--- src/rtl/sseg_decoder.sv ---
// Recovers per-digit hex / minus / blank / error state from a multiplexed active-low 7-seg bus.
// Latency: a pattern held for STABLE_CYCLES sampling edges commits on the last of them; update is registered one cycle later.
// Backpressure: none; the bus is passively observed and a dwell shorter than STABLE_CYCLES never commits.
module sseg_decoder #(
    parameter int NUM_DIGITS    = 4,
    parameter int STABLE_CYCLES = 4
) (
    input  logic                    clk,
    input  logic                    rst_n,
    input  logic                    clear,
    input  logic [6:0]              segs,
    input  logic [NUM_DIGITS-1:0]   an,
    output logic [4*NUM_DIGITS-1:0] digits,
    output logic [NUM_DIGITS-1:0]   neg_flags,
    output logic [NUM_DIGITS-1:0]   blank_flags,
    output logic [NUM_DIGITS-1:0]   err_flags,
    output logic                    update,
    output logic [2:0]              upd_idx
);

    typedef struct packed {
        logic [3:0] nib;
        logic       neg;
        logic       blank;
        logic       err;
    } slot_t;

    typedef enum logic [1:0] {K_HEX, K_NEG, K_BLANK, K_ERR} kind_t;

    localparam int              SW         = 7 + NUM_DIGITS;
    localparam logic [SW-1:0]   S1_RST     = {7'h7F, {NUM_DIGITS{1'b1}}};
    localparam logic [7:0]      CNT_MAX    = 8'(STABLE_CYCLES - 1);
    localparam logic [7:0]      CNT_COMMIT = 8'(STABLE_CYCLES - 2);
    localparam slot_t           SLOT_RST   = '{nib: 4'h0, neg: 1'b0, blank: 1'b1, err: 1'b0};

    logic [SW-1:0] s1;
    logic [7:0]    cnt;
    slot_t         slots [NUM_DIGITS];

    logic [3:0]    nz;
    logic [2:0]    sel_idx;
    logic          sel_vld;
    logic          match;
    logic          commit;
    kind_t         dec_kind;
    logic [3:0]    dec_val;
    slot_t         cur_slot;
    slot_t         nxt_slot;
    logic          changed;

    // Exactly one low select bit identifies the slot being driven.
    always_comb begin
        nz      = '0;
        sel_idx = '0;
        for (int i = 0; i < NUM_DIGITS; i++) begin
            if (!an[i]) begin
                nz      = nz + 4'd1;
                sel_idx = 3'(i);
            end
        end
    end

    assign sel_vld = (nz == 4'd1);
    assign match   = ({segs, an} == s1);
    assign commit  = !clear && sel_vld && match && (cnt == CNT_COMMIT);

    always_comb begin
        dec_kind = K_HEX;
        dec_val  = 4'h0;
        case (segs)
            7'h40: dec_val = 4'h0;
            7'h79: dec_val = 4'h1;
            7'h24: dec_val = 4'h2;
            7'h30: dec_val = 4'h3;
            7'h19: dec_val = 4'h4;
            7'h12: dec_val = 4'h5;
            7'h02: dec_val = 4'h6;
            7'h78: dec_val = 4'h7;
            7'h00: dec_val = 4'h8;
            7'h18: dec_val = 4'h9;
            7'h08: dec_val = 4'hA;
            7'h03: dec_val = 4'hB;
            7'h46: dec_val = 4'hC;
            7'h21: dec_val = 4'hD;
            7'h06: dec_val = 4'hE;
            7'h0E: dec_val = 4'hF;
            7'h3F: dec_kind = K_NEG;
            7'h7F: dec_kind = K_BLANK;
            default: dec_kind = K_ERR;
        endcase
    end

    // Non-hex results keep the last nibble so the previous value survives a sign/blank.
    always_comb begin
        cur_slot = SLOT_RST;
        for (int i = 0; i < NUM_DIGITS; i++) begin
            if (3'(i) == sel_idx) cur_slot = slots[i];
        end
        nxt_slot = '{nib: cur_slot.nib, neg: 1'b0, blank: 1'b0, err: 1'b0};
        case (dec_kind)
            K_HEX:   nxt_slot.nib   = dec_val;
            K_NEG:   nxt_slot.neg   = 1'b1;
            K_BLANK: nxt_slot.blank = 1'b1;
            default: nxt_slot.err   = 1'b1;
        endcase
        changed = (nxt_slot != cur_slot);
    end

    always_ff @(posedge clk or negedge rst_n) begin
        if (!rst_n) begin
            s1      <= S1_RST;
            cnt     <= '0;
            update  <= 1'b0;
            upd_idx <= '0;
            for (int i = 0; i < NUM_DIGITS; i++) slots[i] <= SLOT_RST;
        end else begin
            s1     <= {segs, an};
            update <= 1'b0;
            if (clear) begin
                cnt <= '0;
                for (int i = 0; i < NUM_DIGITS; i++) slots[i] <= SLOT_RST;
            end else begin
                if (!sel_vld || !match)  cnt <= '0;
                else if (cnt != CNT_MAX) cnt <= cnt + 8'd1;
                if (commit) begin
                    upd_idx <= sel_idx;
                    update  <= changed;
                    for (int i = 0; i < NUM_DIGITS; i++) begin
                        if (3'(i) == sel_idx) slots[i] <= nxt_slot;
                    end
                end
            end
        end
    end

    for (genvar g = 0; g < NUM_DIGITS; g++) begin : g_out
        assign digits[4*g +: 4] = slots[g].nib;
        assign neg_flags[g]     = slots[g].neg;
        assign blank_flags[g]   = slots[g].blank;
        assign err_flags[g]     = slots[g].err;
    end

endmodule

--- config.mk ---
export PLATFORM = sky130hd
export DESIGN_NAME = sseg_decoder
export DESIGN_NICKNAME = d
export VERILOG_FILES = /design/src/rtl/sseg_decoder.sv
export SDC_FILE = /design/constraint.sdc
export NUM_CORES = 1
export LEC_CHECK = 0
export CAP_MARGIN = 15
export CORE_ASPECT_RATIO = 1.25
export CORE_MARGIN = 5
export CORE_UTILIZATION = 34
export DETAILED_ROUTE_END_ITERATION = 7
export PLACE_DENSITY = 0.51
export REMOVE_ABC_BUFFERS = 1
export SKIP_CTS_REPAIR_TIMING = 1
export SYNTH_ARGS = -nofsm -noshare
export SYNTH_HDL_FRONTEND = slang
export SYNTH_SLANG_ARGS = --single-unit
export TNS_END_PERCENT = 50
--- constraint.sdc ---
create_clock -name clk -period 3.65 [get_ports clk]
set_input_delay 0.73 -clock clk [delete_from_list [all_inputs] [get_ports clk]]
set_output_delay 0.73 -clock clk [all_outputs]
set_load 0.05 [all_outputs]
==> out/metrics.cfg <==
[grt]
overflow=0
track_usage_pct=15.23
antenna_found_initial=0
grt_pass1_wl_um=13880
grt_pass1_vias=2603
grt_max_degree=33

[clocking]
cts-root-buf=clkbuf_16
h-tree-depth=2
clk_pin_slew_worst_paths_ns=0.07
clk_path_buf_depth=2
cts.sinks=50
cts_buffers=5
cts_tree=built
clock_latency_ns=0.29

[synth]
synthFlopType=dfrtp_1
syn-instance-count=321
synth_cell_types=59
ys_warn_count=0
async_reset_ff_share_pct=100.0
syn_area_sq_um=3178
ys_seq_area_share_pct=39.96
syn_avg_cell_area_sq_um=9.900
ys_ff_latch=50
synth_edf_count=0

[critical_path]
slowest_delay_ns=0.51
critPathKind=in -> reg
worstPathMaxFanout=8
cp.arrival_ns=3.55
worstSetupEndpointType=flip-flop
cp_data_required_time_ns=3.81
cp_slowest_cell=clkdlybuf4s50_1
crit_chain=clkdlybuf4s50_1 > inv_1 > ha_1 > xnor2_1 > ha_1 > nor3_1 > o2111ai_4 > nor4_4 > buf_4 > mux2i_1 > nor2_1
path_common_cell=ha_1
critPathLaunchType=input port

[die]
initial_core_util_pct=34.83
die_h_um=118.1
core-area_sq_um=9125
die_area_sq_um=11390
rows=39
die_w_um=96.48
io_pins=46

[route]
vias=2561
first_pass_iters=4
drt-initial-drc-count=125
routed_wl_um=8173
drc=0
ant_nets=0
via_per_inst=5.041
routedWlPerCell_um=16.09

[timing]
worst_pin_slew_ns=0.8985
fin_skew_ns=0.008969
period_share_pct=92.85
max_freq_mhz=295.1
setup_violations=0
hold_ws_ns=0.4878
rsz0062_at_grt=no
tns_ns=0
maxSlewViolCount=0
finalHoldViolCount=0
relSlewSlack_pct=39.55
finalCriticalPeriod_ns=3.389

[final_layout]
final_nets=403
area.growth.synth_to_final_pct=27.95
final_cell_mix=nor2_1 (44), clkdlybuf4s50_1 (43), dfrtp_1 (35)
n_antenna_cell=0
layout_commonest_cell=nor2_1
drive_gt1_share_pct=18.96
stdcell_area_sq_um=4066

[placed_design]
gp_congestion=0.7757
dp_hpwl_um=6149
io_buffer_count=44
place_area_sq_um=3915

[status]
status=complete, no violations

[worst_hold_path]
min_path_type=in -> async

[pwr]
p_leak_nw=1.633
power_density_nw_per_um2=300.9
peakVddDrop_mv=0.1879

[flow_run]
drv_cap=0

power breakdown:
part / internal (mW) / switching [mW] / leakage, nW / total (mW)
logic: 0.0746 / 0.107 / 0.913 / 0.181
clock network: 0.272 / 0.203 / 0.0729 / 0.474
registers: 0.565 / 0.00286 / 0.647 / 0.568
sequential cells by signal (all words and copies together), names as in the netlist:
register and cells:
blank_flags 4, cnt 8, upd_idx 2, s1 11
neg_flags 4, update 1, digits 16, err_flags 4
area by class of cell:
class	instances	area, sq um
inverters	6	22.52
multi-input cells	242	1720
well taps	123	153.9
clock buffers	6	138.9
fillers	893	5059
clock inverters	2	12.51
repair buffers	79	748.2
flip-flops and latches	50	1270
path summary, 6_finish.rpt:
| check | startpoint | to | slack [ns] | cells past startpoint |
|---|---|---|---|---|
| setup / recovery | an[0] | digits[5]$_DFFE_PN0P_ | 0.26 | 11 |
| hold / removal | rst_n | cnt[6]$_DFFE_PN0P_ | 0.49 | 1 |
| setup reg to reg | cnt[3]$_DFFE_PN0P_ | digits[5]$_DFFE_PN0P_ | 1.35 | 7 |
| hold reg to reg | upd_idx[0]$_DFFE_PN0P_ | upd_idx[0]$_DFFE_PN0P_ | 0.54 | 2 |
| max in group asynchronous | rst_n | blank_flags[3]$_DFFE_PN1P_ | 2.38 | 2 |
| min in group clk | upd_idx[0]$_DFFE_PN0P_ | upd_idx[0]$_DFFE_PN0P_ | 0.54 | 2 |
per-stage QoR:
stage / utilization, % / total power, mW / setup slack, ns / cells
3_3_place_gp: 42.90 / 0.7600 / 0.1010 / 500
2_1_floorplan: - / 0.6560 / 0.5016 / 298
4_1_cts: 44.56 / 1.240 / 0.2343 / 508
5_1_grt: 44.56 / 1.281 / 0.06131 / 508
6_report: 44.56 / 1.224 / 0.2611 / 508
3_5_place_dp: 42.90 / 0.7623 / -0.06400 / 500
layer usage:
layer / GRT usage (%) / vias to the layer above / part of all wire, % / wire length (um)
met4: 4.123 / 0 / 1.9 / 154
met1: 20.26 / 1235 / 45 / 3640
met2: 25.47 / 43 / 50 / 4114
li1: - / 1273 / - / -
met3: 2.046 / 10 / 3.2 / 264
met5: 0 / - / 0 / 0
worst max-delay path: cells and delay by family:
family                     cells  cell delay, ns
and+or+nand+nor                3            0.74
xor gates and xnor gates       1            0.24
adders and majority gates      2            0.59
muxes                          1            0.19
buffers and inverters          3            0.81
AOI/OAI and AO/OA              1            0.25
cell usage after synthesis, types with 2 or more instances:
| cell | instances | share of area [%] |
|---|---|---|
| o32ai_1 | 2 | 0.55 |
| or4_1 | 2 | 0.47 |
| nor4_1 | 3 | 0.59 |
| or3_1 | 2 | 0.39 |
| buf_6 | 7 | 2.5 |
| nor4_4 | 5 | 3.3 |
| and3b_1 | 5 | 1.4 |
| nor3_2 | 2 | 0.63 |
| a21oi_1 | 20 | 3.1 |
| mux2i_1 | 30 | 9.4 |
| nor2_1 | 44 | 5.2 |
| o21ai_0 | 12 | 1.9 |
| and2_1 | 2 | 0.39 |
| o21bai_1 | 2 | 0.47 |
| nor3_1 | 10 | 1.6 |
| dfrtp_1 | 35 | 28 |
| nand2b_1 | 4 | 0.79 |
| ha_1 | 5 | 2.0 |
| nand3_1 | 9 | 1.4 |
| a211oi_1 | 4 | 0.94 |
| a21o_1 | 2 | 0.47 |
| buf_2 | 9 | 1.4 |
| a31oi_1 | 2 | 0.39 |
| o211ai_1 | 2 | 0.47 |
| xor2_1 | 14 | 3.9 |
| xnor2_2 | 2 | 1.0 |
| and3_1 | 4 | 0.79 |
| o21a_1 | 2 | 0.47 |
| clkbuf_1 | 5 | 0.59 |
| nand4_1 | 3 | 0.59 |
| xnor2_1 | 6 | 1.7 |
| nand2_1 | 15 | 1.8 |
| o21ai_1 | 3 | 0.47 |
| nor3b_1 | 3 | 0.71 |
| inv_1 | 6 | 0.71 |
| dfstp_2 | 15 | 12 |
cell families after synthesis:
| kind of cell | count (synthesis) | share of synthesized area, % |
|---|---|---|
| flip-flops | 50 | 39.96 |
| multiplexers | 30 | 9.449 |
| other | 1 | 0.1180 |
| AND/OR/NAND/NOR | 123 | 23.23 |
| adder cells (fa/ha/maj) | 5 | 1.969 |
| AO/OA/AOI/OAI | 61 | 12.83 |
| XOR/XNOR | 22 | 6.535 |
| buffers and inverters | 29 | 5.906 |
Power figures use the tool's default switching activity.
